<file path="config.mk">
export PLATFORM = sky130hd
export DESIGN_NAME = chk_cycle_ctr
export DESIGN_NICKNAME = d
export VERILOG_FILES = /design/src/rtl/riscv_chk_pkg.sv /design/src/rtl/chk_cycle_ctr.sv
export SDC_FILE = /design/constraint.sdc
export NUM_CORES = 1
export LEC_CHECK = 0
export BUFFER_PORTS_ARGS = -buffer_cell sky130_fd_sc_hd__buf_2
export CAP_MARGIN = 40
export CORE_UTILIZATION = 35
export DETAILED_ROUTE_END_ITERATION = 10
export SKIP_LAST_GASP = 1
export SYNTH_ARGS = -nofsm -noshare
export SYNTH_HDL_FRONTEND = slang
export SYNTH_SLANG_ARGS = --single-unit
</file>
<file path="constraint.sdc">
create_clock -name clk -period 2.7 [get_ports clk]
set_input_delay 0 -clock clk [delete_from_list [all_inputs] [get_ports clk]]
set_output_delay 0 -clock clk [all_outputs]
set_load 0.03 [all_outputs]
</file>
<file path="src/rtl/riscv_chk_pkg.sv">
// Shared types and default parameters for the end-of-program result checker.
package riscv_chk_pkg;

    localparam int unsigned DEF_DATA_W     = 32;
    localparam int unsigned DEF_ADDR_W     = 32;
    localparam int unsigned DEF_DEPTH      = 32;
    localparam int unsigned DEF_IMEM_DEPTH = 32;
    localparam int unsigned DEF_CYC_W      = 16;

    typedef enum logic [2:0] {
        IDLE  = 3'd0,
        RUN   = 3'd1,
        SCAN  = 3'd2,
        DRAIN = 3'd3,
        DONE  = 3'd4
    } chk_state_e;

endpackage

</file>
<file path="src/rtl/chk_cycle_ctr.sv">
// Cycle-budget counter: counts enabled cycles from a clear and flags the last budgeted cycle.
module chk_cycle_ctr
    import riscv_chk_pkg::*;
#(
    parameter int unsigned CYC_W = DEF_CYC_W
) (
    input  logic             clk,
    input  logic             rst,
    input  logic             clear,
    input  logic             enable,
    input  logic [CYC_W-1:0] max,
    output logic             expired_c
);

    logic [CYC_W-1:0] count;

    always_ff @(posedge clk) begin
        if (rst || clear) begin
            count <= '0;
        end else if (enable) begin
            count <= count + CYC_W'(1);
        end
    end

    // A zero budget never expires; the counter may wrap harmlessly in that case.
    assign expired_c = enable && (max != '0) && (count == max - CYC_W'(1));

endmodule

</file>
Yosys cells after proc, flatten, opt, wreduce, memory -nomap -nowiden

Index checks and enable logic that the tools add are counted.
Widths: inputs -> output; s select.

$add $sub $neg: 2
Eq/ne operators: 1
Reductions and logical operators: 4

Operators with widths:

| cell                  | count |
|---|---|
| $add 16x1->16 const B | 1 |
| $eq 16x16->1          | 1 |
| $reduce_bool 16->1    | 1 |
| $sub 16x1->16 const B | 1 |
| $logic_and 1x1->1     | 2 |
| $logic_or 1x1->1      | 1 |

Register bits: 16
Input port bits: 20
Output and inout bits: 1
Word-level logic and storage cells: 8

Depth between registers and ports, before layout

Depth in word-level cells: 3
Depth in mapped cells: 8

Least setup slack after synthesis

No wires, ideal clock.

Path type: flip-flop to output port
Start point: reg count[11]
End point: out expired_c
Data arrival time: 1873 ps
Setup slack: 827 ps
Stages on the path, launching flop included: 8
Path buffers: 1
Cells stage by stage: dfxtp_1 > clkbuf_1 > xor2_1 > o21ai_0 > mux2_2 > o21ai_0 > nand4b_4 > a211oi_2

Cells in the longest elaborated chain, start to end: 2

RTL lines:

| what                   | line                | source |
|---|---|---|
| start, declared        | chk_cycle_ctr.sv:15 | `logic [CYC_W-1:0] count;` |
| start signal, assigned | chk_cycle_ctr.sv:21 | `count <= count + CYC_W'(1);` |
| $eq 16x16->1           | chk_cycle_ctr.sv:26 | `assign expired_c = enable && (max != '0) && (count == max - CYC_W'(1));` |
| $logic_and 1x1->1      | chk_cycle_ctr.sv:26 |  |
| end, declared          | chk_cycle_ctr.sv:12 | `output logic expired_c` |

No other way between the ends.

Final worst setup path

Start point: reg count[3]
End point: out expired_c

The elaborated chain is that of the path after synthesis.

==> flow_summary.ini <==
[route]
drt_first_pass_iters = 4
routed_wire_length_mm = 2.758
drt_iter0_markers = 27
detailed_route_vias_per_instance = 5.100
drcViolationCount = 0
drt-wirelength-per-cell_um = 12.48
via_count = 1127
ant_nets = 0

[clock_network]
cts_inserted_buffers = 3
cts.sinks = 16
cts_max_path_buffers = 2
cts_setup_buffers = 0
clock_tree.root_cell = sky130_fd_sc_hd__clkbuf_8
clk_latency_ns = 0.25
holdBufCountCts = 0
clock_tree.htree_level_count = 1
cts.clk_slew.worst_paths_ns = 0.06
cts_tree = yes
cts.repair.resized = 0

[run_status]
run_status = finished clean

[power_and_ir_drop]
leak_uw = 0.0005392
p_seq_frac = 0.445
cellInternalPower_uw = 401.7
clkPwrFrac = 0.401
net-switching-power_uw = 133.8
share_comb_of_total_power = 0.153
power.density_cell_area_nw_per_um2 = 363.3
vdd_ir_drop_max_mv = 0.1769
switching_share = 0.2499

[synth]
synth-edff-count = 0
yosys.area_share.simple = 0.3285
synth_top_family_by_area = simple AND/OR/NAND/NOR gates
synth-xor-area-share = 0.2171
synth_area_in_compound_gates = 0.1124
synth.yosys.seq_area_share = 0.2481
synth_area_per_cell_um2 = 8.224
mappedNetlistArea_um2 = 1291
synth_cells = 157
dominantRegCellSynth = sky130_fd_sc_hd__dfxtp_1
netlist-cell-type-count = 39
yosysWarningCount = 0
synth_fp_nets = 179
async_set_or_reset_register_ratio_after_synthesis = 0
yosys_register_bits = 16
synthMuxAreaShare = 0.03973
yosys.area_share.adder = 0.01938

[floorplan]
core_region_area_um2 = 3442
floorplan.die_area_um2 = 3936
fp.dieW_um = 62.74
start_util = 0.3751
design.portCount = 21
placementRows = 21
chipHeight_um = 62.74

[worst_setup_path]
worst_path_largest_cell_delay_ns = 0.44
crit_path_max_fanout = 6
critical_path_buf_inv_count = 1
critPathLaunchType = flip-flop
crit_required_ns = 2.70
critical_path_class = reg2out
timing.critical_path.cells = xnor2_1 > a21oi_1 > o2111ai_1 > a2111oi_4 > nand4b_4 > a211oi_2 > buf_2
startpoint = count[3]$_SDFFE_PP0P_
crit-reg2reg-launch = count[2]$_SDFFE_PP0P_
data_arrival_time_of_the_critical_path_ns = 2.11
slowest_stage = sky130_fd_sc_hd__dfxtp_1
timing.critical_path.to_type = output port
path_delay_family = compound AO/OA/AOI/OAI gates

[sta]
max_freq_ghz = 0.4747
min_period_over_period = 0.7802
setup_tns_ns = 0
rsz_0062_raised_after_global_routing = no
final_max_slew_viol_count = 0
finalHoldWorstSlack_ns = 0.1064
fin_crit_ns = 2.106
finClkSkew_ns = 0.003256
report.final.setup_viol = 0
hold_viol_final = 0
relSlewSlack = 0.6793
timing_worst_slew_pin_value_ns = 0.4774

[cells_and_area]
total_nets_final = 198
mostFrequentLayoutCell = sky130_fd_sc_hd__nor2_1
fillers = 368
syn2layout_area_growth_pct = 14.15
finish.utilization = 0.4282
commonest_cells_after_routing_fill_and_taps_aside = sky130_fd_sc_hd__nor2_1, sky130_fd_sc_hd__buf_2, sky130_fd_sc_hd__xnor2_1
stdcell_area_um2 = 1474
largest_reg_flops = 16
drive_gt1_frac = 0.1829
num_antenna_cells = 0
max_flop_register = count
reg_top3 = count: 16 flops
instances_no_fill = 221

[hold_path]
hold_path.startpoint = enable
min_path_type = in2reg

[placement]
dpl_cell_area_um2 = 1419
dpl.cell_count = 217
hpwl_mm = 2.211
number_of_input_and_output_port_buffers_inserted = 20
place.gp.congestion = 0.8812

[global_routing]
grt_pass1_vias = 1133
grt_max_degree = 17
grt_pass1_wl_mm = 4.871
grt_antenna_before_repair = 0
track_usage = 0.1559
overflow = 0

[run]
cap_viol_max_count = 0
==> layer usage <==
layer | global-route usage | vias to the layer above | part of all wire
li1 | - | 591 | -
met1 | 0.1815 | 507 | 0.46
met5 | 0 | - | 0
met2 | 0.2690 | 20 | 0.47
met3 | 0.03285 | 9 | 0.034
met4 | 0.07558 | 0 | 0.028
==> synth_stat cells (3+ instances only) <==
| cell type | number | area share |
|---|---|---|
| sky130_fd_sc_hd__o21ai_0 | 3 | 0.012 |
| sky130_fd_sc_hd__and4_1 | 3 | 0.020 |
| sky130_fd_sc_hd__nand4_1 | 7 | 0.034 |
| sky130_fd_sc_hd__nor2b_1 | 3 | 0.015 |
| sky130_fd_sc_hd__nor3_1 | 8 | 0.031 |
| sky130_fd_sc_hd__xnor2_1 | 17 | 0.12 |
| sky130_fd_sc_hd__nand2b_1 | 5 | 0.024 |
| sky130_fd_sc_hd__nand3_1 | 5 | 0.019 |
| sky130_fd_sc_hd__mux2i_1 | 4 | 0.031 |
| sky130_fd_sc_hd__dfxtp_1 | 16 | 0.25 |
| sky130_fd_sc_hd__xor2_1 | 15 | 0.10 |
| sky130_fd_sc_hd__nor2_1 | 22 | 0.064 |
| sky130_fd_sc_hd__nand2_1 | 8 | 0.023 |
| sky130_fd_sc_hd__inv_1 | 4 | 0.012 |
| sky130_fd_sc_hd__and3_1 | 3 | 0.015 |
| sky130_fd_sc_hd__clkbuf_1 | 5 | 0.015 |
==> kinds of logic (layout without fill, tap and decap cells) <==
logic type | after synthesis | in the layout
buffers and inverters | 10 | 28
AOI/OAI and AO/OA | 17 | 17
muxes | 5 | 5
xor gates and xnor gates | 32 | 32
DFF | 16 | 16
adders and majority gates | 2 | 2
and+or+nand+nor | 75 | 75
==> worst paths after layout <==
path | to | slack (ns) | cells past startpoint
max | expired_c | 0.59 | 7
min | count[0]$_SDFFE_PP0P_ | 0.11 | 3
max reg2reg | count[13]$_SDFFE_PP0P_ | 1.07 | 6
min reg2reg | count[15]$_SDFFE_PP0P_ | 0.55 | 2
==> power groups by stage <==
stage / combinational (uW) / clock, uW / sequential [uW]
2_1_floorplan: 52.6 / 0 / 243
3_3_place_gp: 80.1 / 0 / 244
3_5_place_dp: 82.4 / 0 / 244
4_1_cts: 82.6 / 219 / 238
5_1_grt: 92.3 / 232 / 238
6_report: 82.2 / 215 / 238
==> metrics by stage <==
| step | worst slack, ns | power (uW) |
|---|---|---|
| 2_1_floorplan | 0.8267 | 296.1 |
| 3_3_place_gp | 0.8665 | 323.7 |
| 3_5_place_dp | 0.8329 | 326.0 |
| 4_1_cts | 0.5888 | 540.3 |
| 5_1_grt | 0.4570 | 562.9 |
| 6_report | 0.5935 | 535.5 |
==> tightest hold or removal path, stage by stage <==
cell and delay, ns:
sky130_fd_sc_hd__buf_2 0.16, sky130_fd_sc_hd__xnor2_1 0.09, sky130_fd_sc_hd__nor2_1 0.08
==> cell type report <==
class / count / area [um2] / share of cell area
Clock buffer: 4 / 55.05 / 0.03735
Timing Repair Buffer: 20 / 100.1 / 0.06791
Multi-Input combinational cell: 131 / 925.9 / 0.6282
Inverter: 4 / 15.01 / 0.01019
Sequential cell: 16 / 320.3 / 0.2173
Tap cell: 46 / 57.56 / 0.03905
Note: power is estimated with default switching activity, not from simulation.
